**src/rtl/lc2k_pkg.sv**
```systemverilog
// Shared definitions for the LC2K register file and writeback stage.
package lc2k_pkg;
  localparam int NUM_REGS = 8;
  localparam int ADDR_W   = 3;
  localparam int DATA_W   = 32;

  localparam logic WB_SEL_ALU    = 1'b0;
  localparam logic WB_SEL_MEM    = 1'b1;
  localparam logic DEST_SEL_DEST = 1'b0;
  localparam logic DEST_SEL_REGB = 1'b1;

  typedef enum logic {
    RUN    = 1'b0,
    HALTED = 1'b1
  } runState_e;
endpackage

```
**src/rtl/lc2k_regfile_wb_if.sv**
```systemverilog
// Operand-read and writeback bus between the pipeline and the register file.
interface lc2k_regfile_wb_if;
  import lc2k_pkg::*;

  logic [ADDR_W-1:0] regA_addr;
  logic [ADDR_W-1:0] regB_addr;
  logic [ADDR_W-1:0] dest_addr;
  logic [DATA_W-1:0] aluResult;
  logic [DATA_W-1:0] memData;
  logic              CONTROL_wbSel;
  logic              CONTROL_destSel;
  logic              CONTROL_regWrite;
  logic              halt;
  logic [DATA_W-1:0] regAvalue;
  logic [DATA_W-1:0] regBvalue;
  logic              wb_valid;
  logic [ADDR_W-1:0] wb_addr;
  logic [DATA_W-1:0] wb_data;
  logic              halted;
  logic [31:0]       retire_count;

  modport master (
    output regA_addr, regB_addr, dest_addr, aluResult, memData,
           CONTROL_wbSel, CONTROL_destSel, CONTROL_regWrite, halt,
    input  regAvalue, regBvalue, wb_valid, wb_addr, wb_data, halted, retire_count
  );

  modport slave (
    input  regA_addr, regB_addr, dest_addr, aluResult, memData,
           CONTROL_wbSel, CONTROL_destSel, CONTROL_regWrite, halt,
    output regAvalue, regBvalue, wb_valid, wb_addr, wb_data, halted, retire_count
  );
endinterface

```
**src/rtl/lc2k_regfile_core.sv**
```systemverilog
// Register storage with one write port and two registered, write-first bypassed read ports.
module lc2k_regfile_core
  import lc2k_pkg::*;
(
  input  logic              clk,
  input  logic              rst_n,
  input  logic              we,
  input  logic [ADDR_W-1:0] wAddr,
  input  logic [DATA_W-1:0] wData,
  input  logic [ADDR_W-1:0] rAddrA,
  input  logic [ADDR_W-1:0] rAddrB,
  output logic [DATA_W-1:0] rDataA,
  output logic [DATA_W-1:0] rDataB
);

  logic [DATA_W-1:0] mem [NUM_REGS];

  // Entry 0 exists only to keep indexing uniform; we is never raised for it.
  always_ff @(posedge clk or negedge rst_n) begin
    if (!rst_n) begin
      for (int i = 0; i < NUM_REGS; i++) begin
        mem[i] <= '0;
      end
      rDataA <= '0;
      rDataB <= '0;
    end else begin
      if (we) begin
        mem[wAddr] <= wData;
      end
      if (rAddrA == '0)
        rDataA <= '0;
      else if (we && (wAddr == rAddrA))
        rDataA <= wData;
      else
        rDataA <= mem[rAddrA];
      if (rAddrB == '0)
        rDataB <= '0;
      else if (we && (wAddr == rAddrB))
        rDataB <= wData;
      else
        rDataB <= mem[rAddrB];
    end
  end

endmodule

```
**src/rtl/lc2k_regfile_wb.sv**
```systemverilog
// LC2K register file top: writeback source/destination selection, halt FSM,
// committed-write reporting and retire counter around the storage core.
module lc2k_regfile_wb
  import lc2k_pkg::*;
(
  input  logic             clk,
  input  logic             rst_n,
  lc2k_regfile_wb_if.slave bus
);

  runState_e         state;
  logic              haltedReg;
  logic [ADDR_W-1:0] wAddr;
  logic [DATA_W-1:0] wData;
  logic              commit;
  logic              wbValid;
  logic [ADDR_W-1:0] wbAddr;
  logic [DATA_W-1:0] wbData;
  logic [31:0]       retireCount;
  logic [DATA_W-1:0] rDataA;
  logic [DATA_W-1:0] rDataB;

  assign wAddr = (bus.CONTROL_destSel == DEST_SEL_REGB) ? bus.regB_addr : bus.dest_addr;
  assign wData = (bus.CONTROL_wbSel == WB_SEL_MEM) ? bus.memData : bus.aluResult;

  // The retiring halt instruction itself must not write, so halt blocks commit.
  assign commit = (state == RUN) && !bus.halt && bus.CONTROL_regWrite && (wAddr != '0);

  always_ff @(posedge clk or negedge rst_n) begin
    if (!rst_n) begin
      state     <= RUN;
      haltedReg <= 1'b0;
    end else begin
      case (state)
        RUN: begin
          if (bus.halt) begin
            state     <= HALTED;
            haltedReg <= 1'b1;
          end
        end
        HALTED: begin
          state     <= HALTED;
          haltedReg <= 1'b1;
        end
        default: begin
          state     <= RUN;
          haltedReg <= 1'b0;
        end
      endcase
    end
  end

  always_ff @(posedge clk or negedge rst_n) begin
    if (!rst_n) begin
      wbValid     <= 1'b0;
      wbAddr      <= '0;
      wbData      <= '0;
      retireCount <= '0;
    end else begin
      wbValid <= commit;
      if (commit) begin
        wbAddr      <= wAddr;
        wbData      <= wData;
        retireCount <= retireCount + 32'd1;
      end
    end
  end

  lc2k_regfile_core core (
    .clk    (clk),
    .rst_n  (rst_n),
    .we     (commit),
    .wAddr  (wAddr),
    .wData  (wData),
    .rAddrA (bus.regA_addr),
    .rAddrB (bus.regB_addr),
    .rDataA (rDataA),
    .rDataB (rDataB)
  );

  assign bus.regAvalue    = rDataA;
  assign bus.regBvalue    = rDataB;
  assign bus.wb_valid     = wbValid;
  assign bus.wb_addr      = wbAddr;
  assign bus.wb_data      = wbData;
  assign bus.halted       = haltedReg;
  assign bus.retire_count = retireCount;

endmodule
```
**src/flat_wrapper.sv**
```systemverilog
// flat-port wrapper written by rule: the top's interface ports become plain ports
module lc2k_regfile_wb_flat import lc2k_pkg::*;
  (clk, rst_n, bus_regA_addr, bus_regB_addr, bus_dest_addr, bus_aluResult, bus_memData, bus_CONTROL_wbSel, bus_CONTROL_destSel, bus_CONTROL_regWrite, bus_halt, bus_regAvalue, bus_regBvalue, bus_wb_valid, bus_wb_addr, bus_wb_data, bus_halted, bus_retire_count);
  lc2k_regfile_wb_if bus_i ();
  input  logic clk;
  input  logic rst_n;
  input wire logic [$bits(bus_i.regA_addr)-1:0] bus_regA_addr;
  input wire logic [$bits(bus_i.regB_addr)-1:0] bus_regB_addr;
  input wire logic [$bits(bus_i.dest_addr)-1:0] bus_dest_addr;
  input wire logic [$bits(bus_i.aluResult)-1:0] bus_aluResult;
  input wire logic [$bits(bus_i.memData)-1:0] bus_memData;
  input wire logic [$bits(bus_i.CONTROL_wbSel)-1:0] bus_CONTROL_wbSel;
  input wire logic [$bits(bus_i.CONTROL_destSel)-1:0] bus_CONTROL_destSel;
  input wire logic [$bits(bus_i.CONTROL_regWrite)-1:0] bus_CONTROL_regWrite;
  input wire logic [$bits(bus_i.halt)-1:0] bus_halt;
  output wire logic [$bits(bus_i.regAvalue)-1:0] bus_regAvalue;
  output wire logic [$bits(bus_i.regBvalue)-1:0] bus_regBvalue;
  output wire logic [$bits(bus_i.wb_valid)-1:0] bus_wb_valid;
  output wire logic [$bits(bus_i.wb_addr)-1:0] bus_wb_addr;
  output wire logic [$bits(bus_i.wb_data)-1:0] bus_wb_data;
  output wire logic [$bits(bus_i.halted)-1:0] bus_halted;
  output wire logic [$bits(bus_i.retire_count)-1:0] bus_retire_count;
  assign bus_i.regA_addr = bus_regA_addr;
  assign bus_i.regB_addr = bus_regB_addr;
  assign bus_i.dest_addr = bus_dest_addr;
  assign bus_i.aluResult = bus_aluResult;
  assign bus_i.memData = bus_memData;
  assign bus_i.CONTROL_wbSel = bus_CONTROL_wbSel;
  assign bus_i.CONTROL_destSel = bus_CONTROL_destSel;
  assign bus_i.CONTROL_regWrite = bus_CONTROL_regWrite;
  assign bus_i.halt = bus_halt;
  assign bus_regAvalue = bus_i.regAvalue;
  assign bus_regBvalue = bus_i.regBvalue;
  assign bus_wb_valid = bus_i.wb_valid;
  assign bus_wb_addr = bus_i.wb_addr;
  assign bus_wb_data = bus_i.wb_data;
  assign bus_halted = bus_i.halted;
  assign bus_retire_count = bus_i.retire_count;
  lc2k_regfile_wb u_core (.clk(clk), .rst_n(rst_n), .bus(bus_i));
endmodule
```
**config.mk**
```make
export PLATFORM = sky130hd
export DESIGN_NAME = lc2k_regfile_wb_flat
export DESIGN_NICKNAME = d
export VERILOG_FILES = /design/src/rtl/lc2k_pkg.sv /design/src/rtl/lc2k_regfile_wb_if.sv /design/src/rtl/lc2k_regfile_core.sv /design/src/rtl/lc2k_regfile_wb.sv /design/src/flat_wrapper.sv
export SDC_FILE = /design/constraint.sdc
export NUM_CORES = 1
export LEC_CHECK = 0
export BUFFER_PORTS_ARGS = -buffer_cell sky130_fd_sc_hd__buf_2
export CORE_MARGIN = 10
export CORE_UTILIZATION = 65
export CTS_BUF_LIST = sky130_fd_sc_hd__clkbuf_4 sky130_fd_sc_hd__clkbuf_8
export DETAILED_ROUTE_END_ITERATION = 6
export HOLD_SLACK_MARGIN = 0.15
export PLACE_DENSITY = 0.89
export SLEW_MARGIN = 20
export SYNTH_ARGS = -nofsm -noshare
export SYNTH_HDL_FRONTEND = slang
export SYNTH_SLANG_ARGS = --single-unit
```
**constraint.sdc**
```tcl
create_clock -name clk -period 3.6 [get_ports clk]
set_input_delay 0.36 -clock clk [delete_from_list [all_inputs] [get_ports clk]]
set_output_delay 0.36 -clock clk [all_outputs]
set_load 0.02 [all_outputs]
```
# Word level (Yosys, flattened, before mapping)
# Cells that the tools add are included.
# op_classes
addsub	1
mul	0
div	0
n_lt_le_gt_ge	4
eq_ne	3
shifts	0
n_mux	19
bitwise	4
reduce_logical	10
# ops
op	count
$mux W32	10
$bwmux W256	1
$bmux W32 S3	2
$demux W32 S3	1
$add A32 B1 Y32 const B	1
$ge A4 B4 Y1 const B	3
$not A3 Y4	3
$eq A3 B3 Y1	2
$logic_and A1 B1 Y1	6
$logic_not A3 Y1	2
$lt A4 B1 Y1 const B	1
$pmux W1 S2	2
$mux W3	1
$reduce_bool A3 Y1	1
$mux W1	2
$ne A2 B2 Y1 const B	1
$logic_not A1 Y1	1
$not A1 Y1	1
# totals
ff_bits	390
latch_bits	0
ramBits	0
rom_bits	0
input_bits	79
wordCells	57
n_memories	0

# Depth between registers and ports, before layout
# logic_depth
word_depth	7
depth_mapped	9

# By module
# A second synthesis with hierarchy kept.
# unflattened
cells_unflattened	1490
area_unflattened_um2	17972.2
# by_module_without_submodules
mod	n_inst	cells_each	area_per_inst_um2
lc2k_regfile_core	1	1238	14570.2
lc2k_regfile_wb	1	252	3402.0

# Worst setup path before layout
# Ideal clock, no wire load.
# synth_path
kind	register to register
from	register u_core.state
to	register u_core.core.rDataA[2]
setup_ns	0.152
arrival_time_ns	2.118
required_time_ns	3.448
slack_ns	1.330
stages_incl_launch_ff	7
period_less_slack_ns	2.270
path_cell_list	dfrtp_1 -> or3b_1 -> clkbuf_1 -> a211o_1 -> nor4_4 -> buf_2 -> a211oi_1
# synth_between
elab_chain_len	7
# synth_rtl
element	line_no	source
start: declaration	lc2k_regfile_wb.sv:11	runState_e state;
start signal: assignment	lc2k_regfile_wb.sv:31	state <= RUN;
start signal: assignment	lc2k_regfile_wb.sv:37	state <= HALTED;
start signal: assignment	lc2k_regfile_wb.sv:42	state <= HALTED;
$not A1 Y1	--	
$logic_and A1 B1 Y1 (3 in a row)	lc2k_regfile_wb.sv:27	assign commit = (state == RUN) && !bus.halt && bus.CONTROL_regWrite && (wAddr != '0);
$logic_and A1 B1 Y1	lc2k_regfile_core.sv:32	else if (we && (wAddr == rAddrA))
$mux W32	lc2k_regfile_core.sv:32	
$mux W32	lc2k_regfile_core.sv:30	if (rAddrA == '0)
end signal: assignment	lc2k_regfile_core.sv:33	rDataA <= wData;
end signal: assignment	lc2k_regfile_core.sv:35	rDataA <= mem[rAddrA];
end: declaration	lc2k_regfile_core.sv:12	output logic [DATA_W-1:0] rDataA,
# Every way passes these cells.
# A chain may end at the register's enable or synchronous reset.

# Final worst setup path
# layout_path
from	input port bus_halt
to	register u_core.core.rDataA[18]
# layout_between
elab_chain_len	7
# layout_rtl
element	line_no	source
start: declaration	flat_wrapper.sv:15	input wire logic [$bits(bus_i.halt)-1:0] bus_halt;
$logic_not A1 Y1	lc2k_regfile_wb.sv:27	
$logic_and A1 B1 Y1 (3 in a row)	lc2k_regfile_wb.sv:27	
$logic_and A1 B1 Y1	lc2k_regfile_core.sv:32	
$mux W32	lc2k_regfile_core.sv:32	
$mux W32	lc2k_regfile_core.sv:30	
# Every way passes these cells.

==> impl_results.md <==
* Max incr delay on CP at 0.61 ns
* DR WL/cell at 22.4 um
* Hpwl dp at 29500 um
* Root buffer cell: clkbuf_8
* Setup crit start kind: input port
* Register area share after synthesis at 0.541
* Grt total ovfl at 0
* Post-layout min period at 2.82 ns
* Lkg Pwr at 9.00 nW
* Routed wl met2 at 22900 um
* Reg2reg end: u_core.core.rDataA[18]$_DFF_PN0_
* Hold Fails Final Rpt at 0
* CTS tree: done
* First-pass GRT wire length at 77100 um
* Synth top area share at 0.541
* Placer congestion estimate at 0.875
* Net Sw Frac at 0.262
* Met3 WL at 5440 um
* CP Data Arrival Time at 3.32 ns
* Setup TNS at 0 ns
* Synth top area cells: dfrtp_1, mux4_2, o21ai_0
* Sw Pwr at 2.27 mW
* Max layer used: met5
* Reg2Reg Depth at 6
* Reg2reg start: u_core.state$_DFF_PN0_
* Overall power at 8.66 mW
* DRT Wirelength at 47900 um
* CP endpoint kind: register
* Crit-path leading delay family: buffers and inverters
* Metal-1 WL at 17900 um
* Count of state elements after synthesis at 358
* Critical-path top delay cell: a211o_2
* Synth top cells by count: dfrtp_1, o21ai_0, nand2_1
* Crit-path cells: dlygate4sd3_1 -> buf_2 -> or3b_1 -> a211o_2 -> nor4_4 -> buf_4 -> nor2_1 -> a211oi_2
* Number of distinct library cells after synthesis at 44
* Number of global-route vias before repair at 14785
* Cell taking the most area after synthesis: dfrtp_1
* Worst slew margin relative to its limit at 0.236
* Nets@finish at 1847
* CP Depth at 8
* Port-buffer cells at 211
* Ports at 212
* Setup Viol. Count Final at 0
* Pwr dens at 455 nW/um2
* Final max-slew violation count at 0
* Syn Area/Cell at 10.4 um2
* TritonRoute pass-1 iters at 6
* Die Y at 180 um
* Worst hold path class: in -> reg
* Worst EP required at 4.10 ns
* Vias post-DR at 14189
* Maximum vdd drop at 0.280 mV
* Critical path buffer and inverter count at 3
* Post-Syn Nets at 1669
* Iter 0 DRT Violations at 2026
* Post-CTS Resized at 0
* Initial antenna violation count at 2
* Postcts setup bufs at 0
* Maximum clock frequency at 354 MHz
* Fill count at 1590
* Final worst path period share at 0.784
* Max-Cap Viols at 0
* Worst skew pair latency at 0.59 ns
* DIE WIDTH at 180 um
* Slew @ Worst Pin at 1.14 ns
* EDFF count, synth at 0
* Core area at 25100 um2
* CP max FO at 36
* Synth Flop Type: dfrtp_1
* All-layer global routing usage at 0.289
* Clk sink count at 358
* Synth Cell Area at 16500 um2
* Clock Path Buffers at 3
* Largest net degree at the start of global routing at 102
* Yosys Warn Count at 0
* Sequential Power Share at 0.495
* Internal Power at 6.39 mW
* Clock power frac at 0.393
* R2r setup slk at 0.82 ns
* Clock buffer count from CTS at 55
* Crit. Startpoint: bus_halt
* Async set-reset flop share out of synthesis at 1.00
* RSZ-0062 raised after global routing: no
* Comb power frac at 0.112
* Crit path to: u_core.core.rDataA[18]$_DFF_PN0_
* WHS Path Cells at 4
* Clock slew at reported path FFs at 0.06 ns
* Gate Count Post-Synth at 1589
* Antenna Violating Nets Remaining at 0
* Status: finished clean
* Clock Skews at 0.0175 ns
* Routed vias/inst at 6.65
* Fraction of layout cells with a size suffix above 1 at 0.247
* Area Overhead vs Synth at 15.1%
* H-tree depth at 2
* DRC at 0
* Initial Utilization at 0.659
* Die area at 32200 um2
* CP Class: in -> reg
* FP Rows at 58
* Top-count cell post-synth: dfrtp_1
==> how the worst min path moves through the flow <==
stage,start,endpoint,slack (ns)
floorplan,rst_n,u_core.bus.halted$_DFFE_PN0P_,0.06
global placement,u_core.state$_DFF_PN0_,u_core.bus.halted$_DFFE_PN0P_,0.45
detailed placement,rst_n,u_core.bus.retire_count[9]$_DFFE_PN0P_,0.46
CTS,bus_aluResult[1],u_core.core.mem[1]$_DFFE_PN0P_,0.22
global route,bus_aluResult[13],u_core.core.mem[45]$_DFFE_PN0P_,0.26
finish,bus_aluResult[1],u_core.core.mem[1]$_DFFE_PN0P_,0.24
==> layer usage <==
| metal | track usage | up-vias |
|---|---|---|
| li1 | - | 6067 |
| met1 | 0.366 | 6839 |
| met2 | 0.461 | 1082 |
| met3 | 0.0737 | 199 |
| met4 | 0.132 | 2 |
| met5 | 0 | - |
==> layout make-up <==
type	count	area, um2	area share
Inverter	6	22.5	0.00118
Multi-Input combinational cell	1097	7110	0.373
Antenna cell	1	2.50	0.000131
Timing Repair Buffer	249	1440	0.0758
Tap cell	330	413	0.0217
Sequential cell	358	8960	0.470
Clock buffer	89	1070	0.0564
Clock inverter	5	25.0	0.00131
==> power groups by stage <==
stage | registers [mW] | logic, mW | clock network, mW
2_1_floorplan | 4.44 | 0.457 | 0
3_3_place_gp | 4.34 | 0.926 | 0
3_5_place_dp | 4.35 | 0.957 | 0
4_1_cts | 4.28 | 0.969 | 3.42
5_1_grt | 4.30 | 1.06 | 3.60
6_report | 4.29 | 0.971 | 3.40
==> logic make-up (layout without fill, tap and decap cells) <==
| group | after synthesis | after routing | share of synthesized area |
|---|---|---|---|
| and+or+nand+nor | 471 | 471 | 0.118 |
| muxes | 101 | 101 | 0.110 |
| AOI/OAI and AO/OA | 487 | 487 | 0.178 |
| DFF | 358 | 358 | 0.541 |
| buffers and inverters | 134 | 349 | 0.0328 |
| xor gates and xnor gates | 37 | 37 | 0.0196 |
| other | 0 | 1 | 0 |
| adders and majority gates | 1 | 1 | 0.000756 |
==> worst reg2reg max path: cells and delay by family (launching register included) <==
kind / cells / cell delay, ns
and+or+nand+nor: 3 / 1.06
AOI/OAI and AO/OA: 2 / 0.82
buffers and inverters: 1 / 0.45
DFF: 1 / 0.38
==> cells in the final DEF (no fill, tap or decap), types with 2 or more instances in the layout <==
cell           instances
buf_4                 31
a211oi_1               8
nand4_1                8
inv_1                  5
nor4_1                 2
o21ai_0              254
mux2i_1               36
dfrtp_1              358
xnor2_1               30
nor4_4                 2
and3_1                 5
nor2_1               138
xor2_1                 7
nand3_1               14
a221oi_1              32
dlygate4sd3_1          4
a211oi_2              26
clkbuf_8              65
buf_12                 6
o22a_1                30
buf_2                207
nand2_1              243
nand2_2                4
and4_1                 2
clkbuf_4              24
o22ai_1               34
clkinv_2               5
mux4_2                64
nor3_2                 4
nor3_1                41
a21oi_1               96
==> state kept, by name, indices dropped and copies added (netlist names) <==
register	count
u_core.bus.wb_data	32
u_core.bus.wb_addr	3
u_core.bus.retire_count	32
u_core.bus.halted	1
u_core.core.rDataB	32
u_core.state	1
u_core.core.mem	224
u_core.bus.wb_valid	1
u_core.core.rDataA	32
==> metrics by stage <==
step                      cells  area, um2   util  setup WS [ns]  hold WS (ns)
after CTS                  2134      19000  0.758          0.824         0.221
after global placement     2036      17900  0.713          0.867         0.455
final                      2135      19000  0.759          0.777         0.241
after floorplan            1589      16500      -           1.33        0.0644
after global routing       2135      19000  0.759          0.660         0.264
after detailed placement   2036      17900  0.713          0.769         0.458
==> repair_timing <==
action / CTS / global route
setup endpoints to repair: 0 / 0
hold endpoints to repair: 99 / 0
hold buffers: 4 / 0
Power figures use the tool's default switching activity.
